<file path="config.mk">
export PLATFORM = sky130hd
export DESIGN_NAME = transition_encoder
export DESIGN_NICKNAME = d
export VERILOG_FILES = /design/src/rtl/transition_encoder_pkg.sv /design/src/rtl/transition_encoder.sv
export SDC_FILE = /design/constraint.sdc
export NUM_CORES = 1
export LEC_CHECK = 0
export ABC_AREA = 1
export CORE_ASPECT_RATIO = 1.4
export CORE_MARGIN = 1
export CORE_UTILIZATION = 55
export DETAILED_ROUTE_END_ITERATION = 12
export GPL_TIMING_DRIVEN = 0
export MAX_ROUTING_LAYER = met4
export PLACE_DENSITY = 0.91
export SLEW_MARGIN = 40
export SYNTH_ARGS = -nofsm -noshare
export SYNTH_HDL_FRONTEND = slang
export SYNTH_SLANG_ARGS = --single-unit
</file>
<file path="constraint.sdc">
create_clock -name sys_clk -period 3.3 [get_ports sys_clk]
set_clock_uncertainty 0.1 [all_clocks]
set_input_delay 0.66 -clock sys_clk [delete_from_list [all_inputs] [get_ports sys_clk]]
set_output_delay 0.66 -clock sys_clk [all_outputs]
set_load 0.02 [all_outputs]
</file>
<file path="src/rtl/transition_encoder_pkg.sv">
// Shared definitions for the transition (NRZI-style) encoder.
// Contents:
//   DEF_DATA_W - default parallel word width
//   DEF_CNT_W  - default accepted-word counter width
//   state_t    - encoder FSM states (IDLE, SHIFT)
package transition_encoder_pkg;

  localparam int DEF_DATA_W = 8;
  localparam int DEF_CNT_W  = 16;

  typedef enum logic {
    IDLE  = 1'b0,
    SHIFT = 1'b1
  } state_t;

endpackage

</file>
<file path="src/rtl/transition_encoder.sv">
// Transition encoder: serializes parallel words MSB first onto a single line
// where a level change encodes a 1 and no change encodes a 0. All state
// updates happen on the falling edge of sys_clk.
// Ports:
//   sys_clk    in   sole clock (falling-edge active)
//   sys_rst_n  in   asynchronous active-low reset
//   data_in    in   word to transmit, sampled only on accept
//   data_valid in   data_in holds a word to send
//   data_ready out  encoder takes a word on the next falling edge
//   stream     out  encoded serial line
//   busy       out  a word is partially emitted
//   word_count out  words accepted since reset (wrapping)
module transition_encoder
  import transition_encoder_pkg::*;
#(
  parameter int DATA_W = DEF_DATA_W,
  parameter int CNT_W  = DEF_CNT_W
) (
  input  logic              sys_clk,
  input  logic              sys_rst_n,
  input  logic [DATA_W-1:0] data_in,
  input  logic              data_valid,
  output logic              data_ready,
  output logic              stream,
  output logic              busy,
  output logic [CNT_W-1:0]  word_count
);

  // bit counter must hold the value DATA_W itself
  localparam int              BCW      = $clog2(DATA_W + 1);
  localparam logic [BCW-1:0]  LAST_CNT = BCW'(DATA_W);
  localparam logic [BCW-1:0]  ONE_CNT  = BCW'(1);

  state_t              r_state;
  logic                r_stream;
  logic [DATA_W-1:0]   r_shreg;
  logic [BCW-1:0]      r_bit_cnt;
  logic [CNT_W-1:0]    r_word_count;

  state_t              w_state_next;
  logic                w_stream_next;
  logic [DATA_W-1:0]   w_shreg_next;
  logic [BCW-1:0]      w_bit_cnt_next;
  logic [CNT_W-1:0]    w_count_next;
  logic                w_at_end;
  logic                w_accept;

  // The last bit of a word is already on the line once bit_cnt reaches
  // DATA_W, so that edge is free to start the next word (gapless streaming).
  assign w_at_end   = (r_bit_cnt == LAST_CNT);
  assign data_ready = (r_state == IDLE) || ((r_state == SHIFT) && w_at_end);
  assign busy       = (r_state == SHIFT) && !w_at_end;
  assign w_accept   = data_valid && data_ready;

  assign stream     = r_stream;
  assign word_count = r_word_count;

  always_ff @(negedge sys_clk or negedge sys_rst_n) begin
    if (!sys_rst_n) begin
      r_state      <= IDLE;
      r_stream     <= 1'b0;
      r_shreg      <= '0;
      r_bit_cnt    <= '0;
      r_word_count <= '0;
    end else begin
      r_state      <= w_state_next;
      r_stream     <= w_stream_next;
      r_shreg      <= w_shreg_next;
      r_bit_cnt    <= w_bit_cnt_next;
      r_word_count <= w_count_next;
    end
  end

  always_comb begin
    w_state_next   = r_state;
    w_stream_next  = r_stream;
    w_shreg_next   = r_shreg;
    w_bit_cnt_next = r_bit_cnt;
    w_count_next   = r_word_count;

    if (w_accept) begin
      // MSB goes out on the accept edge itself; the rest waits in shreg
      w_stream_next  = r_stream ^ data_in[DATA_W-1];
      w_shreg_next   = data_in << 1;
      w_bit_cnt_next = ONE_CNT;
      w_state_next   = SHIFT;
      w_count_next   = r_word_count + CNT_W'(1);
    end else if (r_state == SHIFT) begin
      if (w_at_end) begin
        w_state_next = IDLE;
      end else begin
        w_stream_next  = r_stream ^ r_shreg[DATA_W-1];
        w_shreg_next   = r_shreg << 1;
        w_bit_cnt_next = r_bit_cnt + ONE_CNT;
      end
    end
  end

endmodule

</file>
==> results of run 1 <==
[synthesized netlist by cell type (all sizes together)]
library cell,count
o221ai,1
o211ai,1
xnor2,4
ha,3
a21oi,1
nor2,16
inv,24
o21ai,5
nand4,5
nor3,2
nand3b,2
dfrtn,29
buf,1
nand2,76
xor2,4
nand3,14
[timing repair]
item	CTS	global route
setup endpoints to repair	25	19
gates resized for setup	109	11
buffers inserted	25	10
pin swaps	2	0
[per-layer routing]
layer	global-route usage	share of wire	vias to the layer above
li1	-	-	728
met1	0.2841	0.36	728
met2	0.5000	0.55	66
met3	0.08078	0.057	11
met4	0.1464	0.031	0
met5	-	0	-
[worst reg2reg max path, cell delays in order (launching register included)]
cell and delay, ns:
dfrtn_1 0.44, buf_4 0.12, buf_4 0.11, nand3_1 0.12, nor2_1 0.24, nand3_1 0.13, nand2_1 0.09, nand2_1 0.06
nand2_1 0.09, nand2_1 0.07
[report_power, final]
part,switching (mW),internal (mW)
clock,0.128,0.100
sequential,0.0652,0.450
combinational,0.355,0.343
[worst max-delay path by stage]
| stage | slack [ns] | depth (start not counted) | from | endpoint |
|---|---|---|---|---|
| 4_1_cts | -0.40 | 6 | r_bit_cnt[0] | busy |
| 5_1_grt | -0.44 | 6 | r_bit_cnt[1] | busy |
| 2_1_floorplan | -0.07 | 5 | r_bit_cnt[0] | busy |
| 6_report | -0.38 | 6 | r_bit_cnt[1] | busy |
| 3_3_place_gp | -0.68 | 6 | r_bit_cnt[0] | busy |
| 3_5_place_dp | -0.69 | 6 | r_bit_cnt[0] | busy |
[cell families after synthesis]
group                      after synthesis
and+or+nand+nor                        115
AOI/OAI and AO/OA                        8
buffers and inverters                   25
adders and majority gates                3
DFF                                     29
xor gates and xnor gates                 8
[area by class of cell]
type / instances / area share
tap: 36 / 0.02010
sequential: 29 / 0.3238
inverter: 24 / 0.04578
multi-input combinational: 134 / 0.3244
timing repair buffer: 64 / 0.2563
clock buffer: 7 / 0.02457
buffer: 1 / 0.005025
[flip-flops by register name, summed over array words and instances (netlist names)]
name / count
stream: 1
r_bit_cnt: 4
r_state: 1
word_count: 16
r_shreg: 7
==> impl_results.md, run 1 <==
* Failing checks: setup timing
* Total CTS buffers at 5
* Die height at 64.46 um
* Total GRT Usage at 0.2914
* Share of cells above drive strength 1 at 0.3050
* ANT cells at 0
* RSZ-0062 raised after global routing: true
* Nets at approximately 270
* Post-Syn Instances at about 190
* Final Hold Fails at 0
* Synth Warn # at 0
* Reg2reg end: word_count[13]
* Final design utilization at 0.8480
* Total grt overflow at 0
* Syn-to-layout area delta at 46.20%
* Reg2Reg Depth at 9
* Worst vdd ir at between 0.6 and 0.7 mV
* Routed WL per cell at about 13 um
* Final hold slack at between 0.3 and 0.4 ns
* Root Driver: clkbuf_4
* Worst-margin pin slew at between 0.6 and 0.7 ns
* # setup viols final at 8
* Detailed-route DRC error count at 0
* Post-placement setup slack at -0.6911 ns
* PD cells at around 640 nW/um2
* Slew Limit Fails at 0
* Clock buffer depth at 2
* Flop and latch count out of synthesis at 29
* IO buf count at 29
* Remaining antenna violation count at 0
* Largest net degree at the start of global routing at 30
* Leakage at 1.168 nW
* Yosys cell types at 24
* Post-Place Cells at roughly 250
* DR vias at 1,533
* Crit-path slowest cell: dfrtn_1
* Die area at ~3000 um2
* CP Capture Type: output port
* Boundary pin count at 30
* Non-Filler Instances at roughly 300
* Hold EP: r_shreg[7]
* Post-cts hold buffer count at 0
* First-pass GRT wire length at between 6 and 7 mm
* Multi-input combinational cell area at 726.9 um2
* Final non-filler cell area at 2241 um2
* Filler cell count at 160
* Initial DRC count at 41
* Commonest non-fill, non-tap cell in the layout: nand2_1
* Data required time of the worst path at between 2 and 3 ns
* Post-synthesis mux area share at 0
* Main combinational cell family by area after synthesis: simple AND/OR/NAND/NOR gates
* Outcome: finished with violations
* Initial Util at 0.5800
* Reg-to-reg startpoint: word_count[1]
* Critical path's largest stage delay at approximately 0.43 ns
* Crit start category: register
* Complex-gate fraction of the synthesized area at 0.03755
* Simple-Gate Fraction of Synth Area at 0.3527
* RePlAce Congestion at between 0.8 and 0.9
* Clk sink count at 29
* CTS HTree Levels at 2
* Post-Synth Adder-Cell Area at 0.02449
* Ordered list of cells on the worst path: inv_2, ha_4, nand3_4, nand2_8, clkinv_8, buf_8
* CP bufs+invs at 3
* Sequential cell area at a little over 700 um2
* Max_slew headroom at 0.5640
* Std cell rows at 22
* Core footprint at 2643 um2
* Largest cells by area after synthesis: dfrtn_1 (47%), nand2_1 (18%), inv_1 (4.9%)
* HP Start: r_shreg[7]
* Setup TNS at -0.8085 ns
* Number of global-route vias before repair at 1,499
* Reg2reg setup slack at between 1.5 and 2 ns
* Top Family by Delay on Critical Path: flip-flops
* WHS Path Cells at 2
* Syn_area_per_cell at around 8 um2
* Leading area contributor after synthesis: dfrtn_1
* Share of the synthesized area in the top cell type at 0.4735
* Min-Delay Path Class: reg2reg
* Clk_lat worst skew at ~0.32 ns
* Fin worst setup slack at -0.3831 ns
* Detail Placement HPWL at between 2 and 2.5 mm
* Max Fanout on Critical Path at 3
* CTS tree: done
* Die W at about 47 um
* Crit path arrival time at between 2 and 3 ns
* DP Area at ~1900 um2
* Maxcap violations at 0
* WL final at 3.947 mm
* Pre-antenna DRT Iters at 4
* Clock transition at the registers of the reported paths at 0.06 ns
* Post-Syn Area at between 1500 and 2000 um2
* Initial antenna violation count at 0
* Sequential fraction of the synthesis area at 0.4735
* Syn_nets at ~200
* Vias/cell at just over 5
* Xor and xnor area share after synthesis at 0.04571
* Most frequent cells in the layout: nand2_1 (72), buf_4 (35), dfrtn_1 (29)
* Total design power at around 1.4 mW
* Worst setup path category: reg2out
(Power assumes the default switching activity.)
==> inputs of run 2 (changes only) <==
--- a/config.mk
+++ b/config.mk
@@ -11,8 +11,10 @@
 export CORE_UTILIZATION = 55
 export DETAILED_ROUTE_END_ITERATION = 12
 export GPL_TIMING_DRIVEN = 0
+export HOLD_SLACK_MARGIN = 0.05
 export MAX_ROUTING_LAYER = met4
 export PLACE_DENSITY = 0.91
+export SKIP_LAST_GASP = 1
 export SLEW_MARGIN = 40
 export SYNTH_ARGS = -nofsm -noshare
 export SYNTH_HDL_FRONTEND = slang
==> results of run 2 <==
The final DEF is identical to that of run 1; final timing and power are the same.
